[config.mk]
export PLATFORM = sky130hd
export DESIGN_NAME = decode_stage
export DESIGN_NICKNAME = d
export VERILOG_FILES = /design/src/rtl/decode_pkg.sv /design/src/rtl/decode_scoreboard.sv /design/src/rtl/decode_stage.sv
export SDC_FILE = /design/constraint.sdc
export NUM_CORES = 1
export LEC_CHECK = 0
export ABC_AREA = 1
export CORE_MARGIN = 2
export CORE_UTILIZATION = 35
export DETAILED_ROUTE_END_ITERATION = 10
export GPL_TIMING_DRIVEN = 0
export PLACE_DENSITY = 0.61
export SETUP_SLACK_MARGIN = 0.2
export SLEW_MARGIN = 30
export SYNTH_ARGS = -nofsm -noshare
export SYNTH_HDL_FRONTEND = slang
export SYNTH_SLANG_ARGS = --single-unit
[constraint.sdc]
create_clock -name clk -period 2.6 [get_ports clk]
set_clock_uncertainty 0.15 [all_clocks]
set_input_delay 0.78 -clock clk [delete_from_list [all_inputs] [get_ports clk]]
set_output_delay 0.78 -clock clk [all_outputs]
set_load 0.03 [all_outputs]
[src/rtl/decode_pkg.sv]
// Shared decode definitions: opcodes, instruction field positions and the
// ID/EX payload that decode hands to execute.
package decode_pkg;

    localparam int DW    = 16;
    localparam int AW    = 3;
    localparam int CW    = 16;
    localparam int NREGS = 1 << AW;

    localparam logic [3:0] OP_NOP  = 4'd0;
    localparam logic [3:0] OP_ADD  = 4'd1;
    localparam logic [3:0] OP_SUB  = 4'd2;
    localparam logic [3:0] OP_AND  = 4'd3;
    localparam logic [3:0] OP_OR   = 4'd4;
    localparam logic [3:0] OP_ADDI = 4'd5;
    localparam logic [3:0] OP_LDI  = 4'd6;

    localparam int OP_HI   = 15;
    localparam int OP_LO   = 12;
    localparam int RD_HI   = 11;
    localparam int RD_LO   = 9;
    localparam int RS1_HI  = 8;
    localparam int RS1_LO  = 6;
    localparam int RS2_HI  = 5;
    localparam int RS2_LO  = 3;
    localparam int IMM6_W  = 6;
    localparam int IMM9_W  = 9;

    typedef struct packed {
        logic [3:0]    op;
        logic [DW-1:0] opA;
        logic [DW-1:0] opB;
        logic [AW-1:0] rd;
        logic          we;
        logic          illegal;
    } idex_t;

endpackage

[src/rtl/decode_scoreboard.sv]
// Per-register busy vector tracking outstanding writes; a register retiring
// this cycle already reads as free to the hazard queries.
module decode_scoreboard
    import decode_pkg::*;
(
    input  logic          clk,
    input  logic          reset,
    input  logic          set_en_i,
    input  logic [AW-1:0] set_addr_i,
    input  logic          clr_en_i,
    input  logic [AW-1:0] clr_addr_i,
    input  logic [AW-1:0] qa_addr_i,
    input  logic [AW-1:0] qb_addr_i,
    input  logic [AW-1:0] qd_addr_i,
    output logic          qa_busy_o,
    output logic          qb_busy_o,
    output logic          qd_busy_o
);

    logic [NREGS-1:0] busy_q;
    logic [NREGS-1:0] busy_d;
    logic [NREGS-1:0] busy_eff;

    always_comb begin
        busy_eff = busy_q;
        if (clr_en_i) busy_eff[clr_addr_i] = 1'b0;
        // Set is applied after clear so a same-index collision stays busy.
        busy_d = busy_eff;
        if (set_en_i) busy_d[set_addr_i] = 1'b1;
    end

    assign qa_busy_o = busy_eff[qa_addr_i];
    assign qb_busy_o = busy_eff[qb_addr_i];
    assign qd_busy_o = busy_eff[qd_addr_i];

    always_ff @(posedge clk or negedge reset) begin
        if (!reset) busy_q <= '0;
        else        busy_q <= busy_d;
    end

endmodule

[src/rtl/decode_stage.sv]
// Instruction decode: operand resolution with writeback bypass, scoreboard
// hazard stalls, and a one-entry ID/EX register toward execute.
module decode_stage
    import decode_pkg::*;
#(
    parameter int WIDTH  = DW,
    parameter int ADDR_W = AW,
    parameter int CNT_W  = CW
) (
    input  logic              clk,
    input  logic              reset,
    input  logic              if_valid,
    input  logic [WIDTH-1:0]  if_instr,
    output logic              if_ready,
    output logic [ADDR_W-1:0] rf_ra,
    output logic [ADDR_W-1:0] rf_rb,
    input  logic [WIDTH-1:0]  rf_a,
    input  logic [WIDTH-1:0]  rf_b,
    input  logic              wb_valid,
    input  logic [ADDR_W-1:0] wb_addr,
    input  logic [WIDTH-1:0]  wb_data,
    input  logic              ex_ready,
    output logic              ex_valid,
    output logic [3:0]        ex_op,
    output logic [WIDTH-1:0]  ex_opA,
    output logic [WIDTH-1:0]  ex_opB,
    output logic [ADDR_W-1:0] ex_rd,
    output logic              ex_we,
    output logic              ex_illegal,
    output logic [CNT_W-1:0]  stall_cnt
);

    logic [3:0]              op;
    logic [ADDR_W-1:0]       rd;
    logic signed [IMM6_W-1:0] imm6_s;
    logic signed [WIDTH-1:0] imm6_ext;
    logic [WIDTH-1:0]        imm9_ext;
    logic [WIDTH-1:0]        byp_a;
    logic [WIDTH-1:0]        byp_b;
    logic                    use_a, use_b, we, illegal;
    logic                    busy_a, busy_b, busy_d;
    logic                    hazard, slot_free, accept;
    idex_t                   idex_q, idex_d;
    logic                    ex_valid_q;
    logic [CNT_W-1:0]        stall_cnt_q;

    assign op       = if_instr[OP_HI:OP_LO];
    assign rd       = if_instr[RD_HI:RD_LO];
    assign rf_ra    = if_instr[RS1_HI:RS1_LO];
    assign rf_rb    = if_instr[RS2_HI:RS2_LO];
    assign imm6_s   = if_instr[IMM6_W-1:0];
    assign imm6_ext = {{(WIDTH-IMM6_W){imm6_s[IMM6_W-1]}}, imm6_s};
    assign imm9_ext = {{(WIDTH-IMM9_W){1'b0}}, if_instr[IMM9_W-1:0]};

    // The register file writes on this same edge, so its read port is stale.
    assign byp_a = (wb_valid && wb_addr == rf_ra) ? wb_data : rf_a;
    assign byp_b = (wb_valid && wb_addr == rf_rb) ? wb_data : rf_b;

    always_comb begin
        use_a   = 1'b0;
        use_b   = 1'b0;
        we      = 1'b0;
        illegal = 1'b0;
        idex_d  = '0;
        idex_d.op = op;
        idex_d.rd = rd;
        case (op)
            OP_NOP: ;
            OP_ADD, OP_SUB, OP_AND, OP_OR: begin
                use_a = 1'b1;
                use_b = 1'b1;
                we    = 1'b1;
                idex_d.opA = byp_a;
                idex_d.opB = byp_b;
            end
            OP_ADDI: begin
                use_a = 1'b1;
                we    = 1'b1;
                idex_d.opA = byp_a;
                idex_d.opB = imm6_ext;
            end
            OP_LDI: begin
                we = 1'b1;
                idex_d.opB = imm9_ext;
            end
            default: illegal = 1'b1;
        endcase
        idex_d.we      = we;
        idex_d.illegal = illegal;
    end

    decode_scoreboard u_sb (
        .clk        (clk),
        .reset      (reset),
        .set_en_i   (accept && we),
        .set_addr_i (rd),
        .clr_en_i   (wb_valid),
        .clr_addr_i (wb_addr),
        .qa_addr_i  (rf_ra),
        .qb_addr_i  (rf_rb),
        .qd_addr_i  (rd),
        .qa_busy_o  (busy_a),
        .qb_busy_o  (busy_b),
        .qd_busy_o  (busy_d)
    );

    assign hazard    = if_valid && ((use_a && busy_a) || (use_b && busy_b) || (we && busy_d));
    assign slot_free = !ex_valid_q || ex_ready;
    assign if_ready  = slot_free && !hazard;
    assign accept    = if_valid && if_ready;

    always_ff @(posedge clk or negedge reset) begin
        if (!reset) begin
            ex_valid_q <= 1'b0;
            idex_q     <= '0;
        end else if (accept) begin
            ex_valid_q <= 1'b1;
            idex_q     <= idex_d;
        end else if (slot_free) begin
            ex_valid_q <= 1'b0;
        end
    end

    always_ff @(posedge clk or negedge reset) begin
        if (!reset) begin
            stall_cnt_q <= '0;
        end else if (if_valid && slot_free && hazard && stall_cnt_q != {CNT_W{1'b1}}) begin
            stall_cnt_q <= stall_cnt_q + CNT_W'(1);
        end
    end

    assign ex_valid   = ex_valid_q;
    assign ex_op      = idex_q.op;
    assign ex_opA     = idex_q.opA;
    assign ex_opB     = idex_q.opB;
    assign ex_rd      = idex_q.rd;
    assign ex_we      = idex_q.we;
    assign ex_illegal = idex_q.illegal;
    assign stall_cnt  = stall_cnt_q;

endmodule

==> run metrics <==
first-pass GRT wire length=between 20000 and 25000 um; vias=4196; Crit Reg-Reg Endpoint=stall_cnt[10]; CORE AREA=roughly 0.011 mm2; pwr dens=about 660 mW/mm2; width of the die=109 um; die span in y=109 um; CP Capture Type=output pin; clock sinks=66; deepest clock path buffer count=2; number of diodes=0; outcome=finished with violations; initial core utilization=0.357; Nets=761; Num CTS Buffers=9; fin worst setup slack=-0.287 ns; largest net degree at the start of global routing=47; period utilization=1.11; die area=roughly 0.012 mm2; Area after DPL=between 0.005 and 0.006 mm2; final count of hold timing violations=0; worst setup path class=input port to output pin; top cells by area, synth=dfrtp_1, nand2_1, o21ai_0; number of flops mapped to enable cells by yosys=0; worst path arrival time=1.96 ns; Initial DRC Count=221; Seq/Total Area, Yosys=0.431; Achievable Freq=346 MHz; IO Pins=between 100 and 150; Reg clk slew, reported paths=0.07 ns; Synth top area share=0.431; Syn Nets=597; hold buffer count at cts=0; normalized max-slew margin=0.618; drt pass-1 iters=5; leakage=2.85 nW; HP Class=input port to asynchronous set/reset pin; ys async rst share=1.00; actual slew at the worst max-slew pin=0.571 ns; critical path's slowest cell=nor2_4; dominant synthesized flop cell=dfrtp_1; CP Cell Sequence=buf_12 > nor2_4 > nand2_2 > nand2_2 > nand2_1 > nand3_1 > nand3_1 > nand3_2 > nand3_4 > a21oi_4 > buf_6; count leader, synth=nand2_1; Max Cap Viol=0; post-synthesis cell count=524; failing checks=setup timing; R2R setup slack=around 0.56 ns; Layout Utilization=0.557; unrepaired setup endpoints after global routing=yes; Worst VDD drop=about 0.38 mV; latest clock arrival within the worst-skew pair=0.35 ns; Avg Cell Area, Syn=7.32 um2; area growth from synthesis to layout=56.1%; post-route ant nets=0; worst-path maximum fanout=5; Worst Reg-to-Reg Cells=9; DRC=0; startpoint types=input port; DP HPWL=10100 um; GPL Wtd Cong=0.929; clk root buf=clkbuf_8; Ys Warns=0; final setup violation count=1; GRT Total Usage=0.233; slowest stage delay, CP=0.19 ns; port bufs=136; number of synthesized register bits=66; vias in the first global route=4206; Yosys top cell by area=dfrtp_1; layout cell share with drive strength beyond 1=0.195; Yosys cell types=31; drt via density=5.04; Post-Syn Area=0.00383 mm2; Rows=38; FF-to-FF Start=stall_cnt[0]; Max Slew Vio Count=0; DR WL/cell=roughly 16 um; Post-synth top cells=nand2_1, dfrtp_1, o21ai_0; total grt overflow=0; Routed Wire Length=13200 um; CTS H-tree lvls=3; Data required, critical path=1.67 ns; Finished Cell Area=around 0.0060 mm2; CTS tree=yes; post-layout min period=2.89 ns; antenna violations before repair=0
-- per-stage QoR --
| stage | std cells | hold WS, ns | power, mW | setup WS (ns) | setup TNS, ns |
|---|---|---|---|---|---|
| after global placement | 800 | 0.314 | 2.88 | -1.67 | -154.41 |
| after floorplan | 524 | 0.333 | 2.20 | -0.101 | -0.101 |
| after global routing | 832 | 0.171 | 4.13 | -0.377 | -0.377 |
| after detailed placement | 801 | 0.321 | 2.91 | -1.54 | -45.93 |
| after CTS | 830 | 0.159 | 3.94 | -0.285 | -0.285 |
| final | 832 | 0.165 | 3.92 | -0.287 | -0.287 |
-- routing by layer --
| layer | share of wire | vias up | global-route usage |
|---|---|---|---|
| li1 | - | 2041 | - |
| met1 | 0.44 | 2007 | 0.307 |
| met2 | 0.48 | 122 | 0.384 |
| met3 | 0.046 | 26 | 0.0365 |
| met4 | 0.029 | 0 | 0.0916 |
| met5 | 0 | - | 0 |
-- worst max-delay path by stage --
stage	startpoint	to	slack, ns	depth (start not counted)
after floorplan	wb_valid	if_ready	-0.10	10
after global placement	reset	ex_opA[10]	-1.67	1
after detailed placement	wb_valid	if_ready	-1.54	12
after CTS	wb_addr[0]	if_ready	-0.29	11
after global routing	wb_addr[1]	if_ready	-0.38	12
final	wb_addr[0]	if_ready	-0.29	11
-- report_power, final --
part	internal (mW)	switching [mW]	leakage (nW)
Sequential	1.23	0.146	0.872
Combinational	0.643	0.923	1.87
Clock	0.589	0.388	0.110
Total	2.46	1.46	2.85
-- layout make-up --
type	count	area, um2
clock buffers	13	159
fillers	1045	4760
inverters	48	205
multi-input cells	385	2090
clock inverters	2	60.1
repair buffers	153	1490
well taps	140	175
flip-flops and latches	66	1650
plain buffers	25	164
-- cells by family (layout without fill, tap and decap cells) --
kind of cell               after synthesis  after routing  synth area share
AOI/OAI and AO/OA                      105            105             0.154
DFF                                     66             66             0.431
and+or+nand+nor                        264            264             0.293
buffers and inverters                   73            241            0.0852
xor gates and xnor gates                15             15            0.0343
adders and majority gates                1              1           0.00326
-- critical path: cells and delay by family --
family	cells	cell delay [ns]
buffers and inverters	2	0.25
AOI/OAI and AO/OA	1	0.13
and+or+nand+nor	8	0.79
-- registers in the layout (all words and copies together), names as in the netlist --
signal	count
ex_opA	16
u_sb.busy_q	8
ex_opB	16
ex_we	1
ex_op	4
ex_illegal	1
ex_valid	1
ex_rd	3
stall_cnt	16
-- cell usage in the layout (no fill, tap or decap), types with 16 or more instances in the layout --
| cell | count |
|---|---|
| buf_2 | 16 |
| buf_4 | 26 |
| clkdlybuf4s50_1 | 95 |
| dfrtp_1 | 66 |
| inv_1 | 33 |
| nand2_1 | 174 |
| nand3_1 | 33 |
| o211ai_1 | 17 |
| o21ai_0 | 54 |
-- timing repair --
item                                    in CTS  in global routing
endpoints found under the hold margin        0                  0
pin swaps                                   23                  0
gates resized for setup                    177                 27
setup buffers                               14                  2
endpoints found under the setup margin      86                 38
Power figures use the tool's default switching activity.
